<file path="src/rtl/edge_cfg_pkg.sv">
`default_nettype none
// ---------------------------------------------------------------------------
// edge_cfg_pkg : shared encodings for the edge-detector configuration loader
// Rev 1.0
// ---------------------------------------------------------------------------
package edge_cfg_pkg;

  typedef enum logic [2:0] {
    ST_IDLE      = 3'd0,
    ST_LOAD_ADDR = 3'd1,
    ST_LOAD_DATA = 3'd2,
    ST_POLL_ADDR = 3'd3,
    ST_POLL_DATA = 3'd4,
    ST_POLL_WAIT = 3'd5,
    ST_DONE      = 3'd6,
    ST_FAULT     = 3'd7
  } cfg_state_t;

  localparam logic [1:0] HTRANS_IDLE   = 2'b00;
  localparam logic [1:0] HTRANS_NONSEQ = 2'b10;
  localparam logic [1:0] HRESP_OKAY    = 2'b00;
  localparam logic [1:0] HRESP_ERROR   = 2'b01;

  localparam int CFG_IDX_WIDTH  = 0;
  localparam int CFG_IDX_HEIGHT = 1;
  localparam int CFG_IDX_RDADDR = 2;
  localparam int CFG_IDX_WRADDR = 3;
  localparam int CFG_IDX_FILTER = 4;

endpackage
`default_nettype wire

</file>
<file path="src/rtl/ahb_rd_port.sv">
`default_nettype none
// ---------------------------------------------------------------------------
// ahb_rd_port : single outstanding AHB-Lite read (address phase + data phase)
// Rev 1.0
// ---------------------------------------------------------------------------
module ahb_rd_port
  import edge_cfg_pkg::*;
#(
  parameter int BUSWIDTH = 32
) (
  input  logic                clk,
  input  logic                rst_n,
  input  logic                req,
  input  logic [BUSWIDTH-1:0] addr,
  output logic                accepted,
  output logic                done,
  output logic                err,
  output logic [BUSWIDTH-1:0] rdata,
  output logic [BUSWIDTH-1:0] haddr,
  output logic [1:0]          htrans,
  output logic                hwrite,
  input  logic [BUSWIDTH-1:0] hrdata,
  input  logic                hready,
  input  logic [1:0]          hresp
);

  logic                bus_en;
  logic                busy;
  logic [BUSWIDTH-1:0] addr_q;
  logic                issue;

  // bus_en keeps the bus quiet for the first cycle out of reset, so reset
  // values on haddr/htrans hold while the controller already sits in LOAD_ADDR.
  always_ff @(posedge clk or negedge rst_n) begin
    if (!rst_n) begin
      bus_en <= 1'b0;
      busy   <= 1'b0;
      addr_q <= '0;
    end else begin
      bus_en <= 1'b1;
      if (accepted) begin
        busy   <= 1'b1;
        addr_q <= addr;
      end else if (done) begin
        busy   <= 1'b0;
      end
    end
  end

  assign issue    = req && bus_en && !busy;
  assign htrans   = issue ? HTRANS_NONSEQ : HTRANS_IDLE;
  assign haddr    = issue ? addr : addr_q;
  assign hwrite   = 1'b0;
  assign accepted = issue && hready;
  assign done     = busy && hready;
  assign err      = done && (hresp == HRESP_ERROR);
  assign rdata    = hrdata;

endmodule
`default_nettype wire

</file>
<file path="src/rtl/cfg_loader.sv">
`default_nettype none
// ---------------------------------------------------------------------------
// cfg_loader : loads tagged config words over AHB-Lite, then polls kickstart
// Rev 1.0
// ---------------------------------------------------------------------------
module cfg_loader
  import edge_cfg_pkg::*;
#(
  parameter int                     BUSWIDTH  = 32,
  parameter int                     NUM_REGS  = CFG_IDX_FILTER + 1,
  parameter int                     TAG_W     = 3,
  parameter logic [BUSWIDTH-1:0]    CFG_BASE  = 'hD00,
  parameter int                     MAX_RETRY = 3,
  parameter int                     POLL_GAP  = 8
) (
  input  logic                               ahb_hclk,
  input  logic                               n_rst,
  input  logic                               start,
  output logic [BUSWIDTH-1:0]                ahb_haddr,
  output logic [1:0]                         ahb_htrans,
  output logic                               ahb_hwrite,
  input  logic [BUSWIDTH-1:0]                ahb_hrdata,
  input  logic                               ahb_hready,
  input  logic [1:0]                         ahb_hresp,
  output logic [NUM_REGS*(BUSWIDTH-TAG_W)-1:0] cfg_word,
  output logic                               cfg_valid,
  output logic                               final_enable,
  output logic                               fault,
  output logic [$clog2(NUM_REGS+1)-1:0]      fault_idx
);

  localparam int PAY_W   = BUSWIDTH - TAG_W;
  localparam int IDX_W   = $clog2(NUM_REGS + 1);
  localparam int RETRY_W = $clog2(MAX_RETRY + 1);
  localparam int GAP_W   = $clog2(POLL_GAP + 1);
  localparam logic [BUSWIDTH-1:0] KICK_ADDR = CFG_BASE + BUSWIDTH'(4 * NUM_REGS);

  cfg_state_t                  state, state_d;
  logic [IDX_W-1:0]            idx, idx_d, fault_idx_d;
  logic [RETRY_W-1:0]          retry, retry_d;
  logic [GAP_W-1:0]            gap, gap_d;
  logic [NUM_REGS*PAY_W-1:0]   cfg_word_d;
  logic                        cfg_valid_d, final_enable_d, fault_d;
  logic                        rd_req, rd_accepted, rd_done, rd_err;
  logic [BUSWIDTH-1:0]         rd_addr, rd_data;
  logic [TAG_W-1:0]            tag_exp;
  logic                        retry_left;

  ahb_rd_port #(
    .BUSWIDTH (BUSWIDTH)
  ) u_rd_port (
    .clk      (ahb_hclk),
    .rst_n    (n_rst),
    .req      (rd_req),
    .addr     (rd_addr),
    .accepted (rd_accepted),
    .done     (rd_done),
    .err      (rd_err),
    .rdata    (rd_data),
    .haddr    (ahb_haddr),
    .htrans   (ahb_htrans),
    .hwrite   (ahb_hwrite),
    .hrdata   (ahb_hrdata),
    .hready   (ahb_hready),
    .hresp    (ahb_hresp)
  );

  assign rd_req     = (state == ST_LOAD_ADDR) || (state == ST_POLL_ADDR);
  assign rd_addr    = (state == ST_POLL_ADDR) ? KICK_ADDR
                    : CFG_BASE + {{(BUSWIDTH-IDX_W-2){1'b0}}, idx, 2'b00};
  assign tag_exp    = TAG_W'(idx) + TAG_W'(1);
  assign retry_left = (retry < RETRY_W'(MAX_RETRY));

  always_ff @(posedge ahb_hclk or negedge n_rst) begin
    if (!n_rst) state <= ST_LOAD_ADDR;
    else        state <= state_d;
  end

  always_comb begin
    state_d        = state;
    idx_d          = idx;
    retry_d        = retry;
    gap_d          = gap;
    cfg_word_d     = cfg_word;
    cfg_valid_d    = cfg_valid;
    final_enable_d = final_enable;
    fault_d        = fault;
    fault_idx_d    = fault_idx;
    case (state)
      ST_IDLE, ST_DONE, ST_FAULT: begin
        if (start) begin
          state_d        = ST_LOAD_ADDR;
          idx_d          = '0;
          retry_d        = '0;
          cfg_valid_d    = 1'b0;
          final_enable_d = 1'b0;
          fault_d        = 1'b0;
          fault_idx_d    = '0;
        end
      end
      ST_LOAD_ADDR: if (rd_accepted) state_d = ST_LOAD_DATA;
      ST_LOAD_DATA: begin
        if (rd_done) begin
          if (rd_err) begin
            if (retry_left) begin
              retry_d = retry + 1'b1;
              state_d = ST_LOAD_ADDR;
            end else begin
              state_d     = ST_FAULT;
              fault_d     = 1'b1;
              fault_idx_d = idx;
              cfg_valid_d = 1'b0;
            end
          end else if (rd_data[BUSWIDTH-1 -: TAG_W] == tag_exp) begin
            cfg_word_d[idx*PAY_W +: PAY_W] = rd_data[PAY_W-1:0];
            retry_d = '0;
            if (idx == IDX_W'(NUM_REGS - 1)) begin
              cfg_valid_d = 1'b1;
              state_d     = ST_POLL_ADDR;
            end else begin
              idx_d   = idx + 1'b1;
              state_d = ST_LOAD_ADDR;
            end
          end else begin
            state_d     = ST_FAULT;
            fault_d     = 1'b1;
            fault_idx_d = idx;
            cfg_valid_d = 1'b0;
          end
        end
      end
      ST_POLL_ADDR: if (rd_accepted) state_d = ST_POLL_DATA;
      ST_POLL_DATA: begin
        if (rd_done) begin
          if (rd_err) begin
            if (retry_left) begin
              retry_d = retry + 1'b1;
              state_d = ST_POLL_ADDR;
            end else begin
              state_d     = ST_FAULT;
              fault_d     = 1'b1;
              fault_idx_d = IDX_W'(NUM_REGS);
              cfg_valid_d = 1'b0;
            end
          end else begin
            retry_d = '0;
            if (rd_data[0]) begin
              state_d        = ST_DONE;
              final_enable_d = 1'b1;
            end else begin
              state_d = ST_POLL_WAIT;
              gap_d   = GAP_W'(POLL_GAP - 1);
            end
          end
        end
      end
      ST_POLL_WAIT: begin
        if (gap == '0) state_d = ST_POLL_ADDR;
        else           gap_d   = gap - 1'b1;
      end
      default: state_d = ST_IDLE;
    endcase
  end

  always_ff @(posedge ahb_hclk or negedge n_rst) begin
    if (!n_rst) begin
      idx          <= '0;
      retry        <= '0;
      gap          <= '0;
      cfg_word     <= '0;
      cfg_valid    <= 1'b0;
      final_enable <= 1'b0;
      fault        <= 1'b0;
      fault_idx    <= '0;
    end else begin
      idx          <= idx_d;
      retry        <= retry_d;
      gap          <= gap_d;
      cfg_word     <= cfg_word_d;
      cfg_valid    <= cfg_valid_d;
      final_enable <= final_enable_d;
      fault        <= fault_d;
      fault_idx    <= fault_idx_d;
    end
  end

endmodule
`default_nettype wire

</file>
<file path="config.mk">
export PLATFORM = sky130hd
export DESIGN_NAME = cfg_loader
export DESIGN_NICKNAME = d
export VERILOG_FILES = /design/src/rtl/edge_cfg_pkg.sv /design/src/rtl/ahb_rd_port.sv /design/src/rtl/cfg_loader.sv
export SDC_FILE = /design/constraint.sdc
export NUM_CORES = 1
export LEC_CHECK = 0
export ABC_AREA = 1
export BUFFER_PORTS_ARGS = -buffer_cell sky130_fd_sc_hd__clkbuf_2
export CAP_MARGIN = 20
export CELL_PAD_IN_SITES_DETAIL_PLACEMENT = 1
export CELL_PAD_IN_SITES_GLOBAL_PLACEMENT = 1
export CORE_MARGIN = 2
export CORE_UTILIZATION = 41
export CTS_CLUSTER_SIZE = 16
export DETAILED_ROUTE_END_ITERATION = 16
export PLACE_DENSITY = 0.85
export SLEW_MARGIN = 25
export SYNTH_ARGS = -nofsm -noshare
export SYNTH_HDL_FRONTEND = slang
export SYNTH_SLANG_ARGS = --single-unit
</file>
<file path="constraint.sdc">
create_clock -name ahb_hclk -period 4.6 [get_ports ahb_hclk]
set_input_delay 0.69 -clock ahb_hclk [delete_from_list [all_inputs] [get_ports ahb_hclk]]
set_output_delay 0.69 -clock ahb_hclk [all_outputs]
set_load 0.02 [all_outputs]
</file>
* After elaboration in Yosys (flattened, before gate mapping)
Index checks and enable logic that the tools add are counted.
** Word-level totals
- Output and inout bits :: 186
- Logic and storage cells :: 142
- Register bits :: 197
** Operators by class
- Equality and inequality tests :: 29
- $mul :: 1
- Muxes and demuxes :: 67
- Shifts and indexed selects :: 2
- Magnitude comparators :: 1
- Bitwise gates (word level) :: 1
- Reductions and logical operators :: 24
- Add/sub/neg operators :: 5
** Operators with widths (number)
- $bwmux W145 :: 1
- $shift A29 B34 Y145 const A :: 1
- $shiftx A29 B34 Y145 :: 1
- $mux W3 :: 23
- $neg A8 Y34 :: 1
- $mux W32 :: 1
- $ne A2 B2 Y1 const B :: 13
- $reduce_and A6 Y1 :: 4
- $mux W2 :: 10
- $mux W1 :: 19
- $pmux W3 S6 :: 1
- $mux W4 :: 4
- $eq A3 B3 Y1 const B :: 5
- $reduce_and A5 Y1 :: 3
- $add A12 B5 Y13 const A :: 1
- $mux W13 :: 1
- $ne A3 B3 Y1 const B :: 3
- $pmux W3 S3 :: 1
- $mul A3 B5 Y8 const B :: 1
- $pmux W4 S2 :: 1
- $reduce_and A8 Y1 :: 1
- $reduce_bool A2 Y1 :: 4
- $eq A3 B2 Y1 const B :: 2
- $pmux W1 S3 :: 2
- other kinds (21) :: 26

* Longest topological paths before layout
Gate-level depths: netlist (run 1).
- Word-level depth :: 7
- Depth in mapped cells :: 13
- Gate-level depth less buffers :: 11

* By module
A second synthesis (run 1) with hierarchy kept.
** Unflattened totals
- Cells, all modules :: 1262
- Area total of the unflattened synthesis :: 9708.1 um^2
** Modules (own cells, without submodules)
- cfg_loader :: area an instance 7666.1 um^2, seq. area each 4080.2 um^2, cells each 971, instances 1
- ahb_rd_port :: area an instance 2042.0 um^2, seq. area each 850.8 um^2, cells each 291, instances 1

* Worst setup path before layout (run 1)
OpenSTA, ideal clock, no wires.
- Kind :: reg-to-reg
- Start :: register idx[0]
- End :: register cfg_word[10]
- Required time :: 4.470 ns
- Arrival time :: 2.180 ns
- Path slack :: 2.290 ns
- Cell stages (with the launch flop) :: 14
- Path buffers :: 4
- Path through :: dfrtp_1 -> buf_2 -> inv_1 -> ha_1 -> buf_2 -> inv_2 -> nand2_1 -> nand4_1 -> nor3_4 -> nand2_1 -> buf_2 -> buf_2 -> nand2_1 -> o21ai_1
** Between the ends
- Cells in the longest elaborated chain, start to end :: 4
- Elaborated cells between the ends (all ways) :: 8
- Those cells by class :: add/sub: 2; mul: 1; eq/ne: 1; shift: 2; mux: 1; reduce/logical: 1
** RTL lines
- start, declared :: RTL line cfg_loader.sv:39 : logic [IDX_W-1:0] idx, idx_d, fault_idx_d;
- start signal, assigned :: RTL line cfg_loader.sv:176 : idx <= idx_d;
- $mul A3 B5 Y8 :: RTL line cfg_loader.sv:115 : cfg_word_d[idx*PAY_W +: PAY_W] = rd_data[PAY_W-1:0];
- $neg A8 Y34 :: RTL line cfg_loader.sv:115
- $shiftx A29 B34 Y145 or $shift A29 B34 Y145 (tied branches) :: RTL line cfg_loader.sv:115
- $bwmux W145 :: RTL line cfg_loader.sv:115
- end signal, assigned :: RTL line cfg_loader.sv:179 : cfg_word <= cfg_word_d;
- end, declared :: RTL line cfg_loader.sv:25 : output logic [NUM_REGS*(BUSWIDTH-TAG_W)-1:0] cfg_word,
Several ways; a longest one is shown, not always the timed one.
A chain may end at the register's enable or synchronous reset.

* Worst setup path after layout (run 1)
- Start :: register idx[0]
- End :: register cfg_word[49]
Same word-level chain as after synthesis.

==> flow_summary.yaml, run 1 <==
status:
  status: "complete, no violations"
global_routing:
  use_met3_pct: 3.79
  grt_use_met1_pct: 36.8
  busiest_layer: "met2"
  grt_max_degree: 104
  grt_pass1_wl_mm: 44.3
  antenna_found_initial: 0
  grt_remaining_overflow: 0
  grt_pass1_vias: 7949
  grt_use_met2_pct: 41.6
  grt_usage_pct: 26.2
timing:
  finClkSkew_ns: 0.00815
  setup_tns_ns: 0
  fin_crit_ns: 3.41
  fin_hold_ws_ns: 0.337
  hold_viol: 0
  rsz0062_at_grt: "no"
  slew_headroom_pct: 36.6
  timing.final.crit_share_pct: 74.1
  tightest_slew_ns: 0.951
  setup_viol: 0
  slew_violations: 0
  max_freq_mhz: 293
floorplanning:
  die_area_mm2: 0.0215
  coreArea_mm2: 0.0201
  die_x_um: 147
  start_util_pct: 41.6
  io_pins: 224
  dieHeight_um: 147
  rows: 52
pwr:
  p_leak_nw: 5.62
  peakVddDrop_mv: 0.285
  power_density_mw_per_mm2: 475
  fin_total_pwr_mw: 4.75
logic_synthesis:
  netlist_area_mm2: 0.00836
  synth_area_leader_cell: "dfrtp_1"
  ys_ff_latch: 169
  ys_types: 28
  yosysWarnings: 0
  synth_top_area_share_pct: 50.3
  synth-seq-area-share_pct: 50.6
  synth.top_cells.by_area: "dfrtp_1, nand2_1, nand4_1, inv_1, nor3_1"
  synth_cells: 1072
  syn_avg_cell_area_um2: 7.79
layout:
  drive_gt1_share_pct: 20.7
  antennaDiodeCount: 0
  final_nets: 1270
  area_growth_pct: 19.7
drt:
  drt_iter0_markers: 544
  vias_per_cell: 5.35
  firstDrtPassIters: 5
  ant_nets: 0
  drt-total-wl_mm: 28.0
  vias: 8050
  wl_per_cell_um: 18.6
  drc: 0
clocking:
  cts-resized-gates: 0
  cts_buffers: 17
  cts_tree: "yes"
  numClockSinks: 169
  clock_path_buffers: 2
  path_clk_slew_ns: 0.07
  insertion_delay_ns: 0.43
  clockRootBuffer: "clkbuf_16"
  cts_max_level: 4
  postCtsSetupBuffers: 0
  hold_buffers: 0
placed_design:
  port_buffers: 195
  gp_congestion: 0.877
  dp.final_hpwl_mm: 19.3
worst_setup_path:
  cp.arrival_ns: 3.72
  crit_path_start: "idx[0]$_DFFE_PN0P_"
  cp_max_fo: 74
  r2r_cells: 12
  timing.rr.start: "idx[0]$_DFFE_PN0P_"
  r2r_setup_slack_ns: 1.19
  critPathKind: "reg2reg"
  crit_end: "cfg_word[49]$_DFFE_PN0P_"
  critPathRequiredTime_ns: 4.91
  cp-start-kind: "flip-flop"
  worstSetupEndpointType: "flip-flop"
  r2r-end: "cfg_word[49]$_DFFE_PN0P_"
min_path:
  hp-class: "in2async"
job:
  cap_violations: 0
## critical path, stage by stage, from the launching register on
cell     delay (ns)
dfrtp_2        0.60
inv_1          0.22
ha_1           0.51
inv_2          0.07
nand2_1        0.07
nand4_1        0.16
nor3_4         0.14
buf_4          0.26
buf_4          0.63
nand3_1        0.14
buf_4          0.28
nand2_1        0.11
nand2_1        0.07
## worst min path at each step
stage	from	to	slack [ns]	depth (start not counted)
floorplan	n_rst	cfg_valid$_DFFE_PN0P_	0.39	0
global placement	u_rd_port.addr_q[10]$_DFFE_PN0P_	u_rd_port.addr_q[10]$_DFFE_PN0P_	0.43	2
detailed placement	u_rd_port.addr_q[10]$_DFFE_PN0P_	u_rd_port.addr_q[10]$_DFFE_PN0P_	0.44	2
CTS	n_rst	gap[2]$_DFFE_PN0P_	0.42	1
global route	n_rst	state[1]$_DFFE_PN0P_	0.41	1
finish	n_rst	gap[2]$_DFFE_PN0P_	0.34	1
## flip-flops by register name (all words and copies together), names as in the netlist
signal / count
state: 3
u_rd_port.addr_q: 4
retry: 2
u_rd_port.busy: 1
cfg_word: 145
idx: 3
gap: 4
cfg_valid: 1
u_rd_port.bus_en: 1
fault: 1
fault_idx: 3
final_enable: 1
## where the power goes
| part | leakage (nW) | switching [mW] | internal (mW) |
|---|---|---|---|
| Combinational | 2.99 | 1.25 | 0.325 |
| Clock | 0.302 | 0.602 | 0.894 |
| Sequential | 2.33 | 0.0947 | 1.58 |
## area by class of cell
type	count	area, um^2
Fill cell	2564	10100
Sequential cell	169	4230
Multi-Input combinational cell	727	3340
Timing Repair Buffer	210	1110
Clock buffer	20	467
Inverter	99	372
Tap cell	270	338
Clock inverter	11	144
## cells by family after synthesis
group | share of synthesized area, %
other | 0.0899
buffers and inverters | 10.9
AO/OA/AOI/OAI | 5.33
flip-flops | 50.6
AND/OR/NAND/NOR | 31.8
adder cells (fa/ha/maj) | 1.20
XOR/XNOR | 0.105
## cells in the mapped netlist
cell and instances:
nand2_1 340, dfrtp_1 168, inv_1 93, nand4_1 92, nor3_1 64, o21ai_0 57, nor2_1 55, clkbuf_1 50
nand3_1 46, buf_4 34, o21ai_1 21, buf_2 15, ha_1 8, inv_2 6, a21oi_1 5, buf_1 5
conb_1 2, a22oi_1 1, dfstp_2 1, nand3_2 1, nand3b_1 1, nor3_4 1, nor4_1 1, o21a_1 1
o21bai_1 1, o31ai_1 1, or2_2 1, xor2_1 1
## metrics by stage
| step | util, % | instances | setup WS (ns) | area (um^2) |
|---|---|---|---|---|
| finish | 49.8 | 1506 | 1.19 | 10000 |
| CTS | 49.7 | 1506 | 1.15 | 9990 |
| detailed placement | 46.7 | 1475 | 1.19 | 9380 |
| global placement | 46.6 | 1475 | 1.36 | 9370 |
| floorplan | - | 1099 | 2.29 | 8460 |
| global route | 49.8 | 1506 | 0.869 | 10000 |
## placed cells by master, fill, tap and decap left out, types with 2 or more instances in the layout
cell type	Yosys	layout
inv_1	93	93
nand3_1	46	45
nor2_1	55	53
nor3_1	64	64
clkbuf_8	0	4
buf_4	34	14
nand3_2	1	2
bufinv_16	0	3
clkinv_2	0	4
clkbuf_2	0	194
dfrtp_1	168	167
conb_1	2	29
clkinv_4	0	2
inv_2	6	6
clkbuf_16	0	17
nand4_1	92	92
o21ai_1	21	21
ha_1	8	8
nand2_1	340	339
o21ai_0	57	57
a21oi_1	5	5
## routing by layer
metal,wire (um),part of all wire (%)
met5,0,0
met4,786,2.8
met3,1560,5.6
met2,13200,47
met1,12500,44
No activity file was read; power rests on OpenSTA's default activity.
==> inputs of run 2 (changes only) <==
--- a/config.mk
+++ b/config.mk
@@ -11,10 +11,10 @@
 export CELL_PAD_IN_SITES_DETAIL_PLACEMENT = 1
 export CELL_PAD_IN_SITES_GLOBAL_PLACEMENT = 1
 export CORE_MARGIN = 2
-export CORE_UTILIZATION = 41
+export CORE_UTILIZATION = 38
 export CTS_CLUSTER_SIZE = 16
 export DETAILED_ROUTE_END_ITERATION = 16
-export PLACE_DENSITY = 0.85
+export PLACE_DENSITY = 0.8
 export SLEW_MARGIN = 25
 export SYNTH_ARGS = -nofsm -noshare
 export SYNTH_HDL_FRONTEND = slang
==> constraint.sdc (replaced) <==
create_clock -name ahb_hclk -period 3.5 [get_ports ahb_hclk]
set_input_delay 0.525 -clock ahb_hclk [delete_from_list [all_inputs] [get_ports ahb_hclk]]
set_output_delay 0.525 -clock ahb_hclk [all_outputs]
set_load 0.02 [all_outputs]
==> run 2 against run 1 <==
  * Die area up 7.7%
  * Register-to-register slack worse by 0.45 ns
  * Count of clock-buffer cells in the layout down 1
==> flow_summary.yaml, run 2 (synthesized netlist as in run 1, its figures left out) <==
floorplanning:
  die_x_um: 152
  io_pins: 224
  die_area_mm2: 0.0232
  dieHeight_um: 152
  coreArea_mm2: 0.0217
  start_util_pct: 38.5
  rows: 54
layout:
  antennaDiodeCount: 0
  drive_gt1_share_pct: 21.1
  largest_reg_flops: 145
  largestRegisters: "cfg_word x145, gap x4, u_rd_port.addr_q x4"
  nFillCells: 2729
  final_common_cell: "nand2_1"
  area_growth_pct: 20.4
  mostFrequentLayoutCells: "nand2_1, clkbuf_2, dfrtp_1, inv_1, nand4_1"
  final_nets: 1277
  largest_register: "cfg_word"
timing:
  fin_crit_ns: 2.76
  timing.final.crit_share_pct: 78.8
  setup_viol: 0
  setup_tns_ns: 0
  worst_slack_ns: 0.740
  max_freq_mhz: 362
  fin_hold_ws_ns: 0.0856
  hold_viol: 0
  slew_violations: 0
  finClkSkew_ns: 0.00744
  rsz0062_at_grt: "no"
  slew_headroom_pct: 35.6
  tightest_slew_ns: 0.966
drt:
  wl_met2_mm: 12.7
  drc: 0
  met3_length_mm: 1.30
  firstDrtPassIters: 4
  wl_per_cell_um: 18.2
  vias_per_cell: 5.19
  met1_length_mm: 12.6
  top_layer_used: "met4"
  drt-total-wl_mm: 27.8
  ant_nets: 0
  vias: 7910
  drt_iter0_markers: 393
placed_design:
  dp.final_hpwl_mm: 19.9
  pre_cts_slack_ns: 0.782
  port_buffers: 195
  gp_congestion: 0.874
pwr:
  power_density_mw_per_mm2: 622
  p_seq_share_pct: 34.5
  p_leak_nw: 5.65
  p_clk_share_pct: 32.0
  peakVddDrop_mv: 0.291
  cellInternalPower_mw: 3.69
  pwr-share-comb_pct: 33.5
  p_sw_share_pct: 41.0
  p_sw_mw: 2.57
global_routing:
  grt_max_degree: 88
  antenna_found_initial: 0
  grt_pass1_vias: 8210
  grt_usage_pct: 24.4
  grt_remaining_overflow: 0
  grt_pass1_wl_mm: 45.4
worst_setup_path:
  cp-start-kind: "flip-flop"
  cp.arrival_ns: 3.05
  worstSetupEndpointType: "flip-flop"
  timing.rr.start: "idx[0]$_DFFE_PN0P_"
  crit_path_start: "idx[0]$_DFFE_PN0P_"
  cp_max_fo: 66
  critPathKind: "reg2reg"
  critPathRequiredTime_ns: 3.79
clocking:
  numClockSinks: 169
  path_clk_slew_ns: 0.07
  postCtsSetupBuffers: 0
  cts-resized-gates: 0
  clockRootBuffer: "clkbuf_16"
  insertion_delay_ns: 0.43
  cts_buffers: 17
  cts_max_level: 4
  cts_tree: "yes"
  hold_buffers: 0
  clock_path_buffers: 2
status:
  status: "complete, no violations"
job:
  cap_violations: 0
min_path:
  hp-class: "in2async"
## run 2: critical path, stage by stage, from the launching register on
cell and delay [ns]:
dfrtp_2 0.35, buf_4 0.59, ha_1 0.33, nand2_1 0.11, nand3_1 0.10, nand2_1 0.10
nor3_4 0.35, nand2_2 0.07, buf_4 0.32, nand2_1 0.16, o21ai_1 0.08
## run 2: worst paths after layout
kind                                                          to  slack [ns]  cells past startpoint
max in group asynchronous               cfg_word[40]$_DFFE_PN0P_        2.57                      2
min in group ahb_hclk                 u_rd_port.busy$_DFFE_PN0P_        0.32                      2
worst max-delay path                    cfg_word[24]$_DFFE_PN0P_        0.74                     10
worst max register to register          cfg_word[24]$_DFFE_PN0P_        0.74                     10
worst min register to register  u_rd_port.addr_q[10]$_DFFE_PN0P_        0.46                      2
worst min-delay path             u_rd_port.addr_q[2]$_DFFE_PN0P_        0.09                      1
## run 2: cell type report
type	instances	area (um^2)	area share, %
Clock inverter	13	164	1.63
Multi-Input combinational cell	727	3330	33.1
Timing Repair Buffer	217	1160	11.5
Tap cell	280	350	3.48
Sequential cell	169	4230	42.1
Inverter	99	373	3.71
Clock buffer	19	453	4.50
## run 2: per-layer routing
layer  vias up  track usage, %
met2       219            38.1
met1      3894            33.3
met5         -               0
met4         0            11.1
li1       3737               -
met3        60            4.27
## run 2: power groups by stage
| stage | Combinational [mW] | Clock [mW] | Sequential, mW |
|---|---|---|---|
| 3_3_place_gp | 2.03 | 0 | 2.19 |
| 4_1_cts | 2.10 | 2.03 | 2.16 |
| 6_report | 2.09 | 2.00 | 2.16 |
| 5_1_grt | 2.33 | 2.12 | 2.18 |
| 3_5_place_dp | 2.09 | 0 | 2.20 |
| 2_1_floorplan | 1.39 | 0 | 2.25 |
## run 2: through the flow
stage          area [um^2]  cells  power, mW  utilization [%]
2_1_floorplan         8460   1099       3.64                -
3_3_place_gp          9440   1492       4.22             43.5
3_5_place_dp          9440   1492       4.28             43.5
4_1_cts              10100   1524       6.29             46.4
5_1_grt              10100   1524       6.62             46.4
6_report             10100   1524       6.26             46.4
==> inputs of run 3 (changes only) <==
--- a/config.mk
+++ b/config.mk
@@ -11,10 +11,10 @@
 export CELL_PAD_IN_SITES_DETAIL_PLACEMENT = 1
 export CELL_PAD_IN_SITES_GLOBAL_PLACEMENT = 1
 export CORE_MARGIN = 2
-export CORE_UTILIZATION = 38
+export CORE_UTILIZATION = 34
 export CTS_CLUSTER_SIZE = 16
 export DETAILED_ROUTE_END_ITERATION = 16
-export PLACE_DENSITY = 0.8
+export PLACE_DENSITY = 0.76
 export SLEW_MARGIN = 25
 export SYNTH_ARGS = -nofsm -noshare
 export SYNTH_HDL_FRONTEND = slang
==> constraint.sdc (replaced) <==
create_clock -name ahb_hclk -period 2.53 [get_ports ahb_hclk]
set_input_delay 0.3795 -clock ahb_hclk [delete_from_list [all_inputs] [get_ports ahb_hclk]]
set_output_delay 0.3795 -clock ahb_hclk [all_outputs]
set_load 0.02 [all_outputs]
==> run 3 against run 2 <==
  * Sequential share of layout area shrank 0.72 points
  * Core utilization shrank 4.2 points
  * Die area grew 11%
  * Critical path depth grew 1
  * Global-route usage shrank 2.0 points
  * First-iteration DRC count grew 27%
  * Final cell count grew 3.6%
  * Clock skew grew 0.0035 ns
  * Largest cell class unchanged
  * Highest routed layer unchanged
==> flow_summary.yaml, run 3 (synthesized netlist as in run 1, its figures left out) <==
placed_design:
  placed_area_mm2: 0.00959
  port_buffers: 195
  gp_congestion: 0.871
  dp.final_hpwl_mm: 20.2
pwr:
  p_clk_share_pct: 30.8
  peakVddDrop_mv: 0.609
  power_density_mw_per_mm2: 860
  pwr-share-comb_pct: 35.0
  p_sw_share_pct: 41.7
  p_sw_mw: 3.67
  p_seq_share_pct: 34.2
  p_leak_nw: 5.70
  cellInternalPower_mw: 5.13
min_path:
  hp-start: "ahb_hready"
  hp-class: "in2reg"
  min_path_cells: 2
  whs_endpoint: "u_rd_port.busy$_DFFE_PN0P_"
worst_setup_path:
  r2r_setup_slack_ns: 0.13
  critPathRequiredTime_ns: 2.81
  cpPeakStageDelay_ns: 0.45
  cp_cell_sequence: "inv_1 > ha_1 > inv_2 > nand2_1 > nand4_1 > nor3_4 > buf_4 > nand2_2 > buf_4 > nand2_1 > o21ai_0"
  cp.arrival_ns: 2.68
  worstSetupEndpointType: "flip-flop"
  r2r_cells: 11
  critPathTopFamily: "simple AND/OR/NAND/NOR gates"
  cp_max_fo: 58
  r2r-end: "cfg_word[6]$_DFFE_PN0P_"
  cpMaxStageDelayCell: "ha_1"
  critPathKind: "reg2reg"
  timing.rr.start: "idx[1]$_DFFE_PN0P_"
  crit_buf_inv: 4
  cp-start-kind: "flip-flop"
drt:
  drt_iter0_markers: 498
  vias: 8038
  firstDrtPassIters: 4
  ant_nets: 0
  vias_per_cell: 5.09
  drc: 0
  wl_per_cell_um: 18.2
  drt-total-wl_mm: 28.7
timing:
  finClkSkew_ns: 0.0109
  fin_hold_ws_ns: 0.196
  setup_viol: 0
  slew_headroom_pct: 28.9
  max_freq_mhz: 417
  timing.final.crit_share_pct: 94.8
  hold_viol: 0
  tightest_slew_ns: 1.07
  fin_crit_ns: 2.40
  slew_violations: 0
clocking:
  cts_max_level: 4
  path_clk_slew_ns: 0.07
  clockRootBuffer: "clkbuf_16"
  numClockSinks: 169
  insertion_delay_ns: 0.43
  clock_path_buffers: 2
  cts_tree: "yes"
  cts_buffers: 17
floorplanning:
  die_area_mm2: 0.0258
  dieHeight_um: 161
  io_pins: 224
  coreArea_mm2: 0.0242
  rows: 57
  start_util_pct: 34.5
  die_x_um: 161
layout:
  fin_area_mm2: 0.0102
  area_growth_pct: 22.5
  final_common_cell: "nand2_1"
  largest_register: "cfg_word"
  mostFrequentLayoutCells: "nand2_1, clkbuf_2, dfrtp_1, inv_1, nand4_1"
  largestRegisters: "cfg_word x145, gap x4, u_rd_port.addr_q x4"
  drive_gt1_share_pct: 21.8
  final_nets: 1288
  largest_reg_flops: 145
  antennaDiodeCount: 0
global_routing:
  grt_remaining_overflow: 0
  grt_pass1_vias: 8060
  grt_max_degree: 88
  grt_pass1_wl_mm: 45.6
  antenna_found_initial: 0
  grt_usage_pct: 22.4
job:
  cap_violations: 0
status:
  status: "complete, no violations"
==> run 3: changes by cell type in the layout (fill, tap and decap cells not counted), sizes merged <==
cell	before	now
clkbuf	213	215
dlygate4sd3	0	1
clkinv	5	2
bufinv	3	2
buf	23	33
clkinvlp	2	5
inv	102	101
==> run 3: worst register-to-register path: stages, from the launching register on <==
cell and delay [ns]:
dfrtp_1 0.42, inv_1 0.08, ha_1 0.45, inv_2 0.07, nand2_1 0.07, nand4_1 0.18
nor3_4 0.24, buf_4 0.14, nand2_2 0.04, buf_4 0.31, nand2_1 0.15, o21ai_0 0.09
==> run 3: repair_timing <==
item                                   4_1_cts  5_1_grt
setup endpoints to repair                    0       29
endpoints found under the hold margin       47        0
buffers inserted                             0        2
hold buffers                                 1        0
resized for setup                            0        1
==> run 3: stage by stage <==
| stage | setup TNS, ns | setup slack, ns | util [%] | instances | total power, mW |
|---|---|---|---|---|---|
| finish | 0 | 0.132 | 42.2 | 1579 | 8.80 |
| global route | -0.0279 | -0.0126 | 42.2 | 1579 | 9.30 |
| CTS | 0 | 0.123 | 42.1 | 1577 | 8.82 |
| detailed placement | 0 | 0.184 | 39.6 | 1544 | 6.07 |
| global placement | 0 | 0.284 | 39.6 | 1544 | 6.01 |
| floorplan | 0 | 0.220 | - | 1099 | 5.04 |
==> run 3: power by group through the flow <==
stage	sequential [mW]	clock, mW	combinational, mW
global route	3.03	2.87	3.39
global placement	3.05	0	2.96
CTS	3.01	2.77	3.04
floorplan	3.12	0	1.92
detailed placement	3.06	0	3.02
finish	3.01	2.71	3.08
==> run 3: how the worst max path moves through the flow <==
stage | slack [ns] | to | start | cells past startpoint
CTS | 0.12 | cfg_word[6]$_DFFE_PN0P_ | idx[1]$_DFFE_PN0P_ | 9
global placement | 0.28 | cfg_word[0]$_DFFE_PN0P_ | idx[0]$_DFFE_PN0P_ | 9
global route | -0.01 | cfg_word[1]$_DFFE_PN0P_ | idx[1]$_DFFE_PN0P_ | 11
finish | 0.13 | cfg_word[6]$_DFFE_PN0P_ | idx[1]$_DFFE_PN0P_ | 11
floorplan | 0.22 | cfg_word[10]$_DFFE_PN0P_ | idx[0]$_DFFE_PN0P_ | 13
detailed placement | 0.18 | cfg_word[25]$_DFFE_PN0P_ | idx[1]$_DFFE_PN0P_ | 9
==> run 3: area by class of cell <==
cell class                 count  area [um^2]
timing repair buffer         228         1280
tap                          324          405
fill                        3038        14000
clock buffer                  21          470
sequential                   169         4230
clock inverter                11          138
inverter                      99          373
multi-input combinational    727         3330
==> run 3: routing by layer <==
layer,GRT usage [%],vias up,share of wire [%]
met5,0,-,0
met1,30.6,3972,45
li1,-,3763,-
met3,2.89,41,4.7
met2,37.0,262,48
met4,7.79,0,2.6
